**config.mk**
```make
export PLATFORM = sky130hd
export DESIGN_NAME = hba_master_arbiter
export DESIGN_NICKNAME = d
export VERILOG_FILES = /design/src/rtl/hba_master_arbiter.sv
export SDC_FILE = /design/constraint.sdc
export NUM_CORES = 1
export LEC_CHECK = 0
export CAP_MARGIN = 5
export CORE_ASPECT_RATIO = 0.7
export CORE_MARGIN = 3
export CORE_UTILIZATION = 51
export DETAILED_ROUTE_END_ITERATION = 7
export GPL_TIMING_DRIVEN = 0
export PLACE_DENSITY = 0.72
export SYNTH_ARGS = -nofsm -noshare
export SYNTH_HDL_FRONTEND = slang
export SYNTH_SLANG_ARGS = --single-unit
```
**constraint.sdc**
```tcl
create_clock -name hba_clk -period 2 [get_ports hba_clk]
set_input_delay 0.2 -clock hba_clk [delete_from_list [all_inputs] [get_ports hba_clk]]
set_output_delay 0.2 -clock hba_clk [all_outputs]
set_load 0.05 [all_outputs]
```
**src/rtl/hba_master_arbiter.sv**
```systemverilog
// Round-robin arbiter for up to four HBA bus masters: registered one-hot grant,
// a forced dead cycle between tenures, and revocation of masters that stall without acks.
module hba_master_arbiter #(
    parameter int NUM_MASTERS    = 4,
    parameter int TIMEOUT_CYCLES = 1023
) (
    input  logic       hba_clk,
    input  logic       hba_reset,
    input  logic [3:0] hba_mreq,
    input  logic       hba_xferack,
    output logic [3:0] hba_mgrant,
    output logic       hba_bus_busy,
    output logic [1:0] hba_grant_id,
    output logic       hba_arb_timeout,
    output logic [1:0] hba_timeout_id
);

    typedef enum logic {
        IDLE,
        GRANT
    } state_t;

    localparam logic [3:0]  VALID_MASK   = 4'((1 << NUM_MASTERS) - 1);
    localparam bit          TIMEOUT_EN   = (TIMEOUT_CYCLES != 0);
    localparam logic [15:0] TIMEOUT_LAST = TIMEOUT_EN ? 16'(TIMEOUT_CYCLES - 1) : 16'd0;

    state_t      state_q,      state_d;
    logic [3:0]  grant_q,      grant_d;
    logic        busy_q,       busy_d;
    logic [1:0]  grant_id_q,   grant_id_d;
    logic        timeout_q,    timeout_d;
    logic [1:0]  timeout_id_q, timeout_id_d;
    logic [1:0]  ptr_q,        ptr_d;
    logic [3:0]  mask_q,       mask_d;
    logic [15:0] cnt_q,        cnt_d;

    logic [3:0]  eligible;
    logic [1:0]  sel;
    logic        sel_valid;

    assign eligible = hba_mreq & ~mask_q & VALID_MASK;

    // Scan from farthest to nearest so the nearest set bit after the pointer wins.
    always_comb begin
        sel_valid = 1'b0;
        sel       = ptr_q;
        for (int k = 4; k >= 1; k--) begin
            if (eligible[ptr_q + 2'(k)]) begin
                sel_valid = 1'b1;
                sel       = ptr_q + 2'(k);
            end
        end
    end

    always_comb begin
        state_d      = state_q;
        grant_d      = grant_q;
        grant_id_d   = grant_id_q;
        ptr_d        = ptr_q;
        cnt_d        = cnt_q;
        timeout_d    = 1'b0;
        timeout_id_d = timeout_id_q;
        mask_d       = mask_q & hba_mreq & VALID_MASK;

        unique case (state_q)
            IDLE: begin
                grant_d = 4'b0000;
                if (sel_valid) begin
                    grant_d    = 4'b0001 << sel;
                    grant_id_d = sel;
                    ptr_d      = sel;
                    cnt_d      = 16'd0;
                    state_d    = GRANT;
                end
            end
            GRANT: begin
                // A normal release outranks an expiring counter.
                if (!hba_mreq[grant_id_q]) begin
                    grant_d = 4'b0000;
                    state_d = IDLE;
                end else if (hba_xferack) begin
                    cnt_d = 16'd0;
                end else if (TIMEOUT_EN && (cnt_q == TIMEOUT_LAST)) begin
                    grant_d            = 4'b0000;
                    timeout_d          = 1'b1;
                    timeout_id_d       = grant_id_q;
                    mask_d[grant_id_q] = 1'b1;
                    state_d            = IDLE;
                end else if (cnt_q != 16'hFFFF) begin
                    cnt_d = cnt_q + 16'd1;
                end
            end
            default: begin
                grant_d = 4'b0000;
                state_d = IDLE;
            end
        endcase

        busy_d = |grant_d;
    end

    always_ff @(posedge hba_clk) begin
        if (hba_reset) begin
            state_q      <= IDLE;
            grant_q      <= 4'b0000;
            busy_q       <= 1'b0;
            grant_id_q   <= 2'd3;
            timeout_q    <= 1'b0;
            timeout_id_q <= 2'd0;
            ptr_q        <= 2'd3;
            mask_q       <= 4'b0000;
            cnt_q        <= 16'd0;
        end else begin
            state_q      <= state_d;
            grant_q      <= grant_d;
            busy_q       <= busy_d;
            grant_id_q   <= grant_id_d;
            timeout_q    <= timeout_d;
            timeout_id_q <= timeout_id_d;
            ptr_q        <= ptr_d;
            mask_q       <= mask_d;
            cnt_q        <= cnt_d;
        end
    end

    assign hba_mgrant      = grant_q;
    assign hba_bus_busy    = busy_q;
    assign hba_grant_id    = grant_id_q;
    assign hba_arb_timeout = timeout_q;
    assign hba_timeout_id  = timeout_id_q;

endmodule

```
==> implementation parameters <==
Parameter                              Value

Die
  Die Footprint    4320 µm²
  Die X    roughly 77 µm
  I/O pins    17
  Site Rows    17
  Die Y    ~56 µm
  Core footprint    about 3300 µm²
  Initial core utilization    0.554

Cells and area
  Filler cell count    223
  Fraction of layout cells with a size suffix above 1    0.294
  Area growth syn-to-layout    39.2%
  Most common cell after layout, fill and taps aside    sky130_fd_sc_hd__dfxtp_1
  Antenna Diode Count    0
  Layout Cell Area excl Fill    roughly 2500 µm²
  Final Core Density    0.772
  Final net count    approximately 260
  Most frequent cells in the layout    sky130_fd_sc_hd__dfxtp_1 (27), sky130_fd_sc_hd__buf_4 (18), sky130_fd_sc_hd__nand2_1 (16)
  Sequential cell area    ~640 µm²
  Total area of multi-input combinational cells    about 1300 µm²

Placed design
  Placer congestion estimate    slightly above 0.8
  Placed instance area    about 2100 µm²
  Post-placement setup slack    -0.379 ns
  Estimated wirelength of the detail-placed design    between 3 and 4 mm
  Number of port buffers    16

Synth
  Cell type with the largest total area after synthesis    sky130_fd_sc_hd__dfxtp_1
  Share of synthesized flip-flops with an asynchronous set or reset    0
  Leading cell types by total area after synthesis    sky130_fd_sc_hd__dfxtp_1 (34%), sky130_fd_sc_hd__o31ai_1 (4.5%), sky130_fd_sc_hd__ha_1 (4.1%)
  Post-synthesis sequential area ratio    0.342
  Fraction of synthesized cell area taken by the top area cell type    0.342
  Gate Count Post-Synth    roughly 200
  Avg Synthesized Cell Area    slightly above 9 µm²
  EDFF count, synth    0
  Synthesized cell area    roughly 1800 µm²
  Count of unique library cells instantiated by Yosys    51
  Yosys Warn Count    0
  Most frequently used flop master after synthesis    sky130_fd_sc_hd__dfxtp_1
  Syn Nets    around 210
  Register bit count reported by yosys    31

STA
  Count of final hold-check violations    0
  Final worst slack    approximately 0.00027 ns
  Timing-limited maximum frequency    about 0.50 GHz
  Setup total negative slack    0 ns
  Finish-stage setup viols    0
  Tightest slew margin relative to the limit    0.629
  Worst-margin pin slew    about 0.56 ns
  Worst-case clock skew    0.00646 ns
  Count of pins over their slew limit    0
  Post-route clock period utilization    1.00
  Setup repair after global routing missed its margin    true
  Minimum clock period    between 1.5 and 2 ns

Worst setup path
  Critical path capture point type    register
  Arrival time of the worst setup path    ~2.2 ns
  Cell count of the worst reg-to-reg path    8
  Worst path required time    2.22 ns
  Worst Setup Path Type    register to register
  Largest fanout on the critical path    6
  Startpoint type of the worst setup path    register

Outcome
  Result of the run    finished clean

CTS
  Clk sinks    31
  Number of buffers on the longest clock path    2
  Worst-skew pair later-pin latency    between 0.2 and 0.3 ns
  CTS root buf    sky130_fd_sc_hd__clkbuf_8
  TritonCTS clock tree    yes
  Clock buffers created by TritonCTS    5
  Number of hold-repair buffers added at the cts stage    0
  Clock-pin slew of the registers on the worst-case setup and hold paths    around 0.07 ns
  CTS H-tree lvls    2

Route
  Routed wirelength normalized by instance count    around 19 µm
  DRT iter0 DRCs    217
  Antenna-violating nets left    0
  Drt drc    0
  Average via count per standard cell    about 6.6
  Routed Wire Length    approximately 5.4 mm
  First-pass iteration count of the detailed router    5
  Total vias in the final route    1,916

GRT
  Global-route wire length before repair    just over 8 mm
  Number of antenna violations at the first check in global routing    0
  Maximum number of pins on one net before global-route repair    13
  Vias in the first global route    1,669
  Total global routing track utilization    0.236
  GRT overflow    0

Power
  Fraction of power spent switching nets    0.353
  Peak supply drop    between 0.8 and 0.9 mV
  Share of power burned in the clock network    0.287
  Combinational fraction of design power    0.393
  Reported net switching power    slightly below 0.8 mW
  Internal portion of total power    around 1.5 mW
  Power Dens Cells    892 nW/µm²
  Total power    2.25 mW
  Register share of total power    0.320
  Pleak    around 0.85 nW

Min path
  Tightest Hold Check Type    input port to register
  Cell count of the worst hold path    3

Run
  Total of max-cap violations    0
==> area by class of cell <==
| cell class | instances | area share |
|---|---|---|
| Multi-Input combinational cell | 155 | 0.502 |
| Sequential cell | 31 | 0.251 |
| Timing Repair Buffer | 40 | 0.147 |
| Clock buffer | 6 | 0.0327 |
| Buffer | 7 | 0.0238 |
| Tap cell | 47 | 0.0233 |
| Clock inverter | 2 | 0.0139 |
| Inverter | 4 | 0.00594 |
==> power by group through the flow <==
stage                     clock network (mW)  logic [mW]  registers [mW]
after floorplan                            0       0.377           0.846
after global placement                     0       0.669           0.725
after detailed placement                   0       0.684           0.727
after CTS                              0.653       0.701           0.737
after global routing                   0.689       0.929           0.725
final                                  0.647       0.887           0.720
==> worst paths after layout <==
check	startpoint	to	slack (ns)
max	cnt_q[0]	cnt_q[14]	0.0003
min	hba_mreq[1]	mask_q[1]	0.36
min reg2reg	cnt_q[3]	cnt_q[3]	0.48
max reg2reg	cnt_q[0]	cnt_q[14]	0.0003
==> worst max-delay path: stages, from the launching register on <==
cell and delay, ns:
sky130_fd_sc_hd__dfxtp_4 0.38, sky130_fd_sc_hd__ha_4 0.16, sky130_fd_sc_hd__nand3_2 0.08, sky130_fd_sc_hd__or3_4 0.42
sky130_fd_sc_hd__a211oi_4 0.32, sky130_fd_sc_hd__buf_6 0.19, sky130_fd_sc_hd__clkbuf_16 0.15, sky130_fd_sc_hd__o31ai_1 0.09
sky130_fd_sc_hd__a21oi_1 0.14
==> flip-flops by register name (all words and copies together) (netlist names) <==
register and flops:
state_q 1, cnt_q 16, hba_arb_timeout 1, hba_mgrant 4
ptr_q 2, mask_q 4, hba_bus_busy 1, hba_timeout_id 2
==> cells by family after synthesis <==
family	after synthesis	share of synthesized area
xor gates and xnor gates	1	0.00483
AOI/OAI and AO/OA	50	0.210
adders and majority gates	6	0.0413
and+or+nand+nor	88	0.291
buffers and inverters	13	0.0351
DFF	31	0.342
muxes	10	0.0758
==> through the flow <==
step / cells / hold slack, ns
2_1_floorplan: 199 / 0.365
3_3_place_gp: 262 / 0.457
3_5_place_dp: 262 / 0.473
4_1_cts: 281 / 0.366
5_1_grt: 292 / 0.381
6_report: 292 / 0.364
==> synthesized netlist by cell type, types with 4 or more instances <==
cell / count
sky130_fd_sc_hd__a21oi_1: 14
sky130_fd_sc_hd__mux2i_1: 7
sky130_fd_sc_hd__a22oi_1: 4
sky130_fd_sc_hd__or4_1: 10
sky130_fd_sc_hd__nor2b_1: 4
sky130_fd_sc_hd__nand2b_1: 7
sky130_fd_sc_hd__o31ai_1: 11
sky130_fd_sc_hd__ha_1: 6
sky130_fd_sc_hd__nor4_1: 5
sky130_fd_sc_hd__nand2_1: 17
sky130_fd_sc_hd__nand3_1: 7
sky130_fd_sc_hd__inv_1: 4
sky130_fd_sc_hd__nor2_1: 11
sky130_fd_sc_hd__dfxtp_1: 31
sky130_fd_sc_hd__and2_1: 4
==> what timing repair did <==
item	4_1_cts	5_1_grt
gates cloned	1	1
setup endpoints to repair	24	26
endpoints found under the hold margin	0	0
resized for setup	13	26
pin swaps	7	9
setup buffers	12	10
==> layer usage <==
layer  vias up  part of all wire  GRT usage
li1        850                 -          -
met1       899              0.44      0.326
met2       130              0.42      0.348
met3        37              0.10     0.0615
met4         0             0.041     0.0964
met5         -                 0          0
No activity file was read; power rests on OpenSTA's default activity.
